File: config.mk
export PLATFORM = sky130hd
export DESIGN_NAME = axi_hs_stall_injector
export DESIGN_NICKNAME = d
export VERILOG_FILES = /design/src/rtl/axi_stall_pkg.sv /design/src/rtl/stall_lfsr.sv /design/src/rtl/axi_hs_stall_injector.sv
export SDC_FILE = /design/constraint.sdc
export NUM_CORES = 1
export LEC_CHECK = 0
export BUFFER_PORTS_ARGS = -buffer_cell sky130_fd_sc_hd__buf_4
export CAP_MARGIN = 20
export CORE_MARGIN = 1.5
export CORE_UTILIZATION = 28
export CTS_BUF_LIST = sky130_fd_sc_hd__clkbuf_2 sky130_fd_sc_hd__clkbuf_4 sky130_fd_sc_hd__clkbuf_8
export CTS_CLUSTER_SIZE = 25
export DETAILED_ROUTE_END_ITERATION = 12
export GPL_ROUTABILITY_DRIVEN = 0
export PLACE_DENSITY_LB_ADDON = 0.15
export SLEW_MARGIN = 15
export SYNTH_ARGS = -nofsm -noshare
export SYNTH_HDL_FRONTEND = slang
export SYNTH_SLANG_ARGS = --single-unit
export TNS_END_PERCENT = 5
File: constraint.sdc
create_clock -name clk -period 2.28 [get_ports clk]
set_input_delay 0.114 -clock clk [delete_from_list [all_inputs] [get_ports clk]]
set_output_delay 0.114 -clock clk [all_outputs]
set_load 0.01 [all_outputs]
File: src/rtl/axi_stall_pkg.sv
// Shared types and constants for the handshake stall injector.
package axi_stall_pkg;

  typedef enum logic [1:0] {
    SM_BYPASS   = 2'd0,
    SM_RANDOM   = 2'd1,
    SM_PERIODIC = 2'd2,
    SM_FREEZE   = 2'd3
  } stall_mode_e;

  // Golden-ratio constant used to decorrelate per-channel LFSR seeds.
  localparam logic [31:0] LFSR_SEED_MIX = 32'h9E3779B9;

  // Right-shift Galois tap masks for maximal-length sequences.
  function automatic logic [63:0] lfsr_taps(input int w);
    logic [63:0] t;
    case (w)
      8:       t = 64'h0000_0000_0000_00B8;
      16:      t = 64'h0000_0000_0000_B400;
      24:      t = 64'h0000_0000_00E1_0000;
      32:      t = 64'h0000_0000_8020_0003;
      64:      t = 64'hD800_0000_0000_0000;
      default: t = 64'h0000_0000_8020_0003;
    endcase
    return t;
  endfunction

endpackage

File: src/rtl/stall_lfsr.sv
// Galois LFSR with synchronous load; an all-zero load value is replaced by 1
// so the register can never lock up.
module stall_lfsr
  import axi_stall_pkg::*;
#(
  parameter int LW = 32
) (
  input  logic          clk,
  input  logic          rstn,
  input  logic          load,
  input  logic [LW-1:0] seed,
  output logic [LW-1:0] q
);

  localparam logic [LW-1:0] TAPS = LW'(lfsr_taps(LW));

  // Load has priority over advancing; otherwise step one Galois shift per cycle.
  always_ff @(posedge clk or negedge rstn) begin
    if (!rstn) begin
      q <= LW'(1);
    end else if (load) begin
      q <= (seed == '0) ? LW'(1) : seed;
    end else begin
      q <= (q >> 1) ^ (q[0] ? TAPS : '0);
    end
  end

endmodule

File: src/rtl/axi_hs_stall_injector.sv
// Valid/ready stall injector for NCH independent channels. Gating never
// withdraws a presented valid: once dn_valid is shown without dn_ready, a hold
// bit keeps the channel open until the handshake completes.
module axi_hs_stall_injector
  import axi_stall_pkg::*;
#(
  parameter int NCH       = 5,
  parameter int PW        = 10,
  parameter int LW        = 32,
  parameter int MAX_STALL = 64,
  parameter int CW        = 32
) (
  input  logic              clk,
  input  logic              rstn,
  input  logic [1:0]        mode,
  input  logic [LW-1:0]     seed,
  input  logic              reseed,
  input  logic [NCH*PW-1:0] thresh,
  input  logic              clr_stats,
  input  logic [NCH-1:0]    up_valid,
  output logic [NCH-1:0]    up_ready,
  output logic [NCH-1:0]    dn_valid,
  input  logic [NCH-1:0]    dn_ready,
  output logic [NCH*CW-1:0] stall_cnt,
  output logic [NCH*CW-1:0] hs_cnt
);

  localparam int              RW       = (MAX_STALL > 0) ? $clog2(MAX_STALL + 1) : 1;
  localparam logic [RW-1:0]   RUN_LAST = (MAX_STALL > 0) ? RW'(MAX_STALL - 1) : '0;
  localparam logic [CW-1:0]   CNT_MAX  = '1;
  localparam logic            BOUNDED  = (MAX_STALL > 0);

  stall_mode_e mode_e;
  logic        started_q;
  logic        lfsr_load;

  assign mode_e    = stall_mode_e'(mode);
  // The LFSRs pick up the seed on the first cycle after reset release.
  assign lfsr_load = reseed | ~started_q;

  // Marks that the post-reset seed load has happened.
  always_ff @(posedge clk or negedge rstn) begin
    if (!rstn) started_q <= 1'b0;
    else       started_q <= 1'b1;
  end

  for (genvar i = 0; i < NCH; i++) begin : g_ch
    localparam logic [LW-1:0] CH_MIX = LW'(LFSR_SEED_MIX * i);

    logic [LW-1:0] lfsr_q;
    logic [PW-1:0] thr;
    logic [PW-1:0] pcnt_q;
    logic [RW-1:0] run_q;
    logic [CW-1:0] stall_q;
    logic [CW-1:0] hs_q;
    logic          gate_q;
    logic          hold_q;
    logic          gate_d;
    logic          open;
    logic          stalled;
    logic          hs;
    logic          force_open;
    logic          unused_lfsr;

    assign thr = thresh[i*PW +: PW];

    stall_lfsr #(.LW(LW)) u_lfsr (
      .clk  (clk),
      .rstn (rstn),
      .load (lfsr_load),
      .seed (seed ^ CH_MIX),
      .q    (lfsr_q)
    );

    // Only the low PW bits feed the random comparison.
    assign unused_lfsr = ^lfsr_q[LW-1:PW];

    assign open        = gate_q | hold_q;
    assign dn_valid[i] = up_valid[i] & open;
    assign up_ready[i] = dn_ready[i] & open;
    assign stalled     = up_valid[i] & ~open;
    assign hs          = dn_valid[i] & dn_ready[i];
    assign force_open  = BOUNDED && stalled && (run_q == RUN_LAST);

    // Next gate value by mode; the liveness bound overrides everything.
    always_comb begin
      gate_d = 1'b0;
      case (mode_e)
        SM_BYPASS:   gate_d = 1'b1;
        SM_RANDOM:   gate_d = (lfsr_q[PW-1:0] < thr);
        SM_PERIODIC: gate_d = (pcnt_q >= thr);
        SM_FREEZE:   gate_d = 1'b0;
        default:     gate_d = 1'b0;
      endcase
      if (force_open) gate_d = 1'b1;
    end

    // Gate, hold, stall-run and period state for this channel.
    always_ff @(posedge clk or negedge rstn) begin
      if (!rstn) begin
        gate_q <= 1'b0;
        hold_q <= 1'b0;
        run_q  <= '0;
        pcnt_q <= '0;
      end else begin
        gate_q <= gate_d;
        if (dn_valid[i] && !dn_ready[i]) hold_q <= 1'b1;
        else if (hs)                     hold_q <= 1'b0;
        run_q  <= (stalled && !force_open) ? run_q + 1'b1 : '0;
        pcnt_q <= (pcnt_q >= thr) ? '0 : pcnt_q + 1'b1;
      end
    end

    // Saturating statistics; a clear wins over a coincident increment.
    always_ff @(posedge clk or negedge rstn) begin
      if (!rstn) begin
        stall_q <= '0;
        hs_q    <= '0;
      end else if (clr_stats) begin
        stall_q <= '0;
        hs_q    <= '0;
      end else begin
        if (stalled && stall_q != CNT_MAX) stall_q <= stall_q + 1'b1;
        if (hs && hs_q != CNT_MAX)         hs_q    <= hs_q + 1'b1;
      end
    end

    assign stall_cnt[i*CW +: CW] = stall_q;
    assign hs_cnt[i*CW +: CW]    = hs_q;
  end

endmodule
==> results of run 1 <==
cell type report:
cell class / instances / area share (%)
Sequential cell: 576 / 37.7
Multi-Input combinational cell: 2235 / 35.5
Timing Repair Buffer: 715 / 15.0
Clock buffer: 174 / 5.71
Tap cell: 1368 / 4.47
Inverter: 89 / 0.872
Clock inverter: 25 / 0.761
Antenna cell: 5 / 0.0327
power breakdown:
group / leakage (nW) / switching (mW) / internal, mW
logic: 9.06 / 1.70 / 1.41
registers: 7.62 / 0.588 / 10.9
clock network: 1.32 / 4.84 / 6.56
total: 18.0 / 7.13 / 18.8
logic make-up after synthesis:
family                     share of synthesized area (%)
AOI/OAI and AO/OA                                   7.21
muxes                                              0.144
and+or+nand+nor                                     24.5
adders and majority gates                           5.03
buffers and inverters                               2.41
xor gates and xnor gates                            10.2
DFF                                                 50.4
other                                             0.0131
layer usage:
metal / part of all wire [%] / vias up / GRT usage, %
met3: 5.9 / 153 / 4.49
met2: 45 / 493 / 27.6
met4: 2.6 / 6 / 5.61
li1: - / 11860 / -
met5: 0.034 / - / 0
met1: 46 / 11609 / 24.0
placed cells by master (no fill, tap or decap), types with 6 or more instances in the layout:
cell	synthesis	routed
dfrtp_1	571	569
nor2b_1	7	6
clkbuf_4	0	33
and2_1	23	23
or2_2	6	6
o21ai_0	96	95
a21oi_1	87	84
nor4_1	27	25
nand2b_1	11	11
xor2_1	206	206
clkinv_2	0	14
and3_1	67	67
ha_1	115	114
and4_1	42	42
o21a_1	16	16
clkbuf_8	0	141
nand3_1	189	189
o211ai_1	9	9
a21o_1	59	59
buf_12	0	16
nand2_1	358	358
a31oi_1	8	7
nor4b_1	7	6
a211oi_1	10	9
or4_1	12	12
nor2_1	441	441
inv_1	88	88
buf_4	0	632
xnor2_1	128	128
dlygate4sd3_1	0	63
nor3_1	58	56
or3_1	48	48
nand4_1	130	130
flip-flops by register name, summed over array words and instances, names as in the netlist:
| signal | cells |
|---|---|
| g_ch.gate_q | 5 |
| g_ch.u_lfsr.q | 160 |
| started_q | 1 |
| g_ch.hold_q | 5 |
| g_ch.pcnt_q | 50 |
| g_ch.stall_q | 160 |
| g_ch.run_q | 35 |
| g_ch.hs_q | 160 |
Yosys cell counts (8+ instances only):
master | number | area [sq um]
a211oi_1 | 10 | 75.1
ha_1 | 115 | 1440
and4_1 | 42 | 368
xnor2_1 | 128 | 1120
and3_1 | 67 | 419
a21o_1 | 59 | 443
a31oi_1 | 8 | 50.1
or4_1 | 12 | 90.1
o211ai_1 | 9 | 67.6
inv_1 | 88 | 330
dfrtp_1 | 571 | 14300
nand2_1 | 358 | 1340
a21oi_1 | 87 | 435
nor2_1 | 441 | 1660
and2_1 | 23 | 144
nand2b_1 | 11 | 68.8
nor3_1 | 58 | 290
or3_1 | 48 | 300
clkbuf_1 | 86 | 323
nor4_1 | 27 | 169
o21a_1 | 16 | 120
nand3_1 | 189 | 946
o21ai_0 | 96 | 480
nand4_1 | 130 | 813
xor2_1 | 206 | 1800
worst min path at each step:
| stage | from | end | slack (ps) | cells after the start |
|---|---|---|---|---|
| global route | seed[23] | g_ch[4].u_lfsr.q[23] | 70 | 3 |
| finish | thresh[9] | g_ch[0].pcnt_q[1] | 90 | 7 |
| global placement | rstn | g_ch[0].u_lfsr.q[3] | 150 | 1 |
| CTS | seed[18] | g_ch[0].u_lfsr.q[18] | 7 | 4 |
| floorplan | rstn | g_ch[0].gate_q | -180 | 0 |
| detailed placement | rstn | g_ch[0].u_lfsr.q[4] | 150 | 1 |
worst register-to-register path, cell delays in order, from the launching register on:
cell and delay, ps:
dfrtp_1 430, ha_1 300, a211o_1 290, o211ai_1 80
o2111ai_1 150, a31o_4 300, o21bai_4 160, o311ai_0 150
buf_2 190
timing repair:
action | in CTS | in global routing
cloned | 0 | 0
hold endpoints to repair | 1031 | 0
gates resized for setup | 5 | 11
endpoints found under the setup margin | 1 | 24
hold buffers | 64 | 0
pin swaps | 1 | 0
per-stage QoR:
| stage | area, sq um | cells | hold slack, ps |
|---|---|---|---|
| 6_report | 38300 | 5187 | 88.7 |
| 3_5_place_dp | 35100 | 4919 | 154 |
| 2_1_floorplan | 28600 | 2993 | -182 |
| 4_1_cts | 38200 | 5182 | 7.44 |
| 5_1_grt | 38300 | 5185 | 68.7 |
| 3_3_place_gp | 35100 | 4918 | 149 |
==> summary.md, run 1 <==
| Metric | Value |
|---|---|
| Status | complete, no violations |
| Post-route DRC | 0 |
| Family with the most delay on the worst path | compound AO/OA/AOI/OAI gates |
| Async SR Flop Fraction | 100% |
| Worst path depth | 8 |
| Clk sink count | 576 |
| Worst r2r src | g_ch[4].pcnt_q[3] |
| Clock root buffer | clkbuf_8 |
| Clock buffer count from CTS | 113 |
| Post-route ant nets | 0 |
| Io pins | 428 |
| Clock slew at reported path FFs | 70 ps |
| First-pass GRT wire length | 144000 um |
| Reg2reg end | g_ch[4].gate_q |
| DRT iter0 DRCs | 1211 |
| DP Worst Slack | -276 ps |
| Min Tclk post-route | 2190 ps |
| Register bit total from synthesis | 576 |
| Vias in the first global route | 24176 |
| Crit. End Element | register |
| Die area | 0.104 sq mm |
| Post-synthesis instance total | 2993 |
| P per Cell Area | 678 mW/mm^2 |
| P&R area growth vs syn | 33.9% |
| Slew headroom | 48.8% |
| Slowest-stage cell, CP | dfrtp_1 |
| Die height | 323 um |
| Syn avg cell area | 9.56 sq um |
| Nets@finish | 3943 |
| WS Path Type | register to register |
| Worst Setup EP | g_ch[4].gate_q |
| Initial Util | 28.1% |
| Register Area | 0.0144 sq mm |
| Fill count | 10424 |
| Power Total | 26.0 mW |
| WP data arrival | 2810 ps |
| Port buffer count | 427 |
| Worst setup margin | 92.7 ps |
| DR WL/cell | 17.9 um |
| Layout cells sized above 1 | 23.5% |
| Internal reg-to-reg setup slack | 90 ps |
| Final-report setup violation count | 0 |
| Routed vias/inst | 4.65 |
| Proportion of synthesized chip area in sequential cells | 50.4% |
| RSZ-0062 raised after global routing | yes |
| LEAKAGE | 18.0 nW |
| Startpoint type of the worst setup path | register |
| Mapped cell area | 0.0286 sq mm |
| Max-slew violation count | 0 |
| Yosys warning count | 0 |
| TritonRoute pass-1 iters | 7 |
| Max-cap violations | 0 |
| Crit-path max FO | 11 |
| DIE WIDTH | 323 um |
| Reg2Reg Depth | 8 |
| Final hold vios | 0 |
| Max incr delay on CP | 430 ps |
| Syn nets | 3206 |
| EDFF count, synth | 0 |
| Final core occ | 37.7% |
| Crit path launch | g_ch[4].pcnt_q[3] |
| CTS tree | yes |
| Tightest Pin Transition | 768 ps |
| Largest net degree at the start of global routing | 79 |
| Vias | 24121 |
| Row Count | 117 |
| Final period util | 95.9% |
| Post-CTS setup buffers | 0 |
| GRT overflow | 0 |
| Post-DP HPWL | 68300 um |
| Setup TNS | 0 ps |
| Final setup skew | 36.6 ps |
| Hold Path Class | primary input to register |
| H-tree depth | 3 |
| CP cell instances | ha_1 -> a211o_1 -> o211ai_1 -> o2111ai_1 -> a31o_4 -> o21bai_4 -> o311ai_0 -> buf_2 |
| Synth cell types | 68 |
| Fmax | 457 MHz |
| Top FF cell, synth | dfrtp_1 |
| Tot GR Track Use | 17.7% |
| Max VDD drop | 0.000442 V |
| Worst EP required | 2900 ps |
| Initial antenna violation count | 5 |
| Crit path buffers/inverters | 1 |
| Total Wirelength | 92800 um |
| Multi-input combinational cell area | 0.0136 sq mm |
| Core Area | 0.102 sq mm |
| Skew-Pair Late Insertion Delay | 780 ps |
| Clock Tree Buf Depth | 3 |
Power figures use the tool's default switching activity.
==> run 2, diff against run 1 <==
--- a/config.mk
+++ b/config.mk
@@ -14,6 +14,7 @@
 export DETAILED_ROUTE_END_ITERATION = 12
 export GPL_ROUTABILITY_DRIVEN = 0
 export PLACE_DENSITY_LB_ADDON = 0.15
+export REMOVE_ABC_BUFFERS = 1
 export SLEW_MARGIN = 15
 export SYNTH_ARGS = -nofsm -noshare
 export SYNTH_HDL_FRONTEND = slang
==> run 2 against run 1 <==
Worst hold slack got worse by 8.3 ps. Cell count is 0.25% lower. Critical endpoint is now g_ch[2].hs_q[20]. Register-to-register slack got worse by 40 ps. Count of clock-buffer cells in the layout increased by 12. Clock power barely moved. Non-clock buffer count fell by 9. Core utilization decreased by 0.25 points. Final area decreased by 0.67%. Sequential share of layout area grew 0.25 points. Sequential cell count stayed put. Combinational power hardly changed. Worst setup slack worse by 44 ps.
==> summary.md, run 2 (synthesized netlist as in run 1, its figures left out) <==
| Metric | Value |
|---|---|
| Worst EP required | 2930 ps |
| Status | complete, no violations |
| Port buffer count | 427 |
| Post-DP HPWL | 67800 um |
| CP cell instances | ha_4 -> nand4_4 -> or4_4 -> or3b_4 -> or3_1 -> a21oi_2 |
| Startpoint type of the worst setup path | register |
| Largest net degree at the start of global routing | 114 |
| WS Path Type | register to register |
| RSZ-0062 raised after global routing | yes |
| Fill count | 10465 |
| DIE WIDTH | 323 um |
| Final instance area | 0.0381 sq mm |
| Nets@finish | 3931 |
| TritonRoute pass-1 iters | 5 |
| LEAKAGE | 17.9 nW |
| Setup TNS | 0 ps |
| Clock root buffer | clkbuf_8 |
| P&R area growth vs syn | 33.0% |
| Row Count | 117 |
| Crit. End Element | register |
| Io pins | 428 |
| Max incr delay on CP | 560 ps |
| Fmax | 448 MHz |
| CTS tree | yes |
| Slew headroom | 53.3% |
| Non-Filler Instances | 5174 |
| P per Cell Area | 672 mW/mm^2 |
| Hold Path Class | primary input to register |
| Vias | 24005 |
| Worst setup margin | 48.2 ps |
| Family with the most delay on the worst path | simple AND/OR/NAND/NOR gates |
| WP data arrival | 2880 ps |
| Final-report setup violation count | 0 |
| Fin Hold WS | 80.4 ps |
| Max VDD drop | 0.000369 V |
| Slowest-stage cell, CP | or4_4 |
| Most frequent cells in the layout | buf_4 (636), dfrtp_1 (571), nor2_1 (441), nand2_1 (358), xor2_1 (206) |
| Total Wirelength | 91600 um |
| Initial antenna violation count | 4 |
| DR WL/cell | 17.7 um |
| Clock slew at reported path FFs | 60 ps |
| Crit path buffers/inverters | 0 |
| Core Area | 0.102 sq mm |
| Max-slew violation count | 0 |
| Final period util | 97.9% |
| Biggest regs | g_ch.hs_q: 160 flops, g_ch.stall_q: 160 flops, g_ch.u_lfsr.q: 160 flops |
| First-pass GRT wire length | 142000 um |
| Tightest Pin Transition | 698 ps |
| GRT overflow | 0 |
| Routed vias/inst | 4.64 |
| Post-route DRC | 0 |
| Placed inst area | 0.0350 sq mm |
| DP Worst Slack | 32.6 ps |
| Crit-path max FO | 6 |
| Vias in the first global route | 24012 |
| Tot GR Track Use | 17.5% |
| Final core occ | 37.5% |
| Min Tclk post-route | 2230 ps |
| Layout cells sized above 1 | 23.4% |
| Die height | 323 um |
| Power Total | 25.6 mW |
| Placed cells | 4919 |
| Initial Util | 28.1% |
| Skew-Pair Late Insertion Delay | 770 ps |
| H-tree depth | 3 |
| DRT iter0 DRCs | 1233 |
| Post-route ant nets | 0 |
| Clk sink count | 576 |
| Commonest non-fill, non-tap cell in the layout | buf_4 |
| Die area | 0.104 sq mm |
| Max-cap violations | 0 |
| Final setup skew | 47.0 ps |
| Clock Tree Buf Depth | 3 |
| Final hold vios | 0 |
| Clock buffer count from CTS | 110 |
run 2: worst paths after layout:
kind,start,endpoint,slack [ps],cells past startpoint
min reg2reg,g_ch[0].u_lfsr.q[14],g_ch[0].u_lfsr.q[13],430,2
max in group asynchronous,rstn,g_ch[3].stall_q[2],1630,3
min,thresh[7],g_ch[0].gate_q,80,5
max,g_ch[2].hs_q[0],g_ch[2].hs_q[20],50,6
min in group asynchronous,rstn,g_ch[4].u_lfsr.q[0],100,2
max reg2reg,g_ch[2].hs_q[0],g_ch[2].hs_q[20],50,6
run 2: where the power goes:
| part | total [mW] | internal, mW | leakage [nW] | switching [mW] |
|---|---|---|---|---|
| registers | 11.4 | 10.9 | 7.62 | 0.575 |
| clock network | 11.1 | 6.41 | 1.28 | 4.66 |
| logic | 3.08 | 1.37 | 9.00 | 1.71 |
run 2: metal layers:
layer / up-vias / GRT usage (%) / part of all wire [%]
met4: 4 / 6.53 / 3.5
li1: 11812 / - / -
met1: 11533 / 23.0 / 45
met3: 168 / 4.43 / 5.7
met2: 488 / 27.6 / 46
met5: - / 0 / 0.023
run 2: area by class of cell:
type / count / area [sq um] / share of cell area (%)
sequential: 576 / 14400 / 37.9
multi-input combinational: 2235 / 13600 / 35.6
timing repair buffer: 706 / 5630 / 14.8
clock buffer: 186 / 2300 / 6.05
tap: 1368 / 1710 / 4.50
inverter: 89 / 334 / 0.878
clock inverter: 12 / 96.3 / 0.253
antenna: 2 / 5.00 / 0.0132
run 2: what timing repair did:
action / in CTS / in global routing
endpoints found under the hold margin: 933 / 0
setup buffers: 0 / 0
setup endpoints to repair: 1 / 25
hold buffers: 55 / 0
resized for setup: 2 / 11
pin swaps: 0 / 1
run 2: worst register-to-register path: stages (launching register included):
cell and delay [ps]:
dfrtp_1 390, ha_4 180, nand4_4 100, or4_4 560, or3b_4 420, or3_1 340
a21oi_2 150
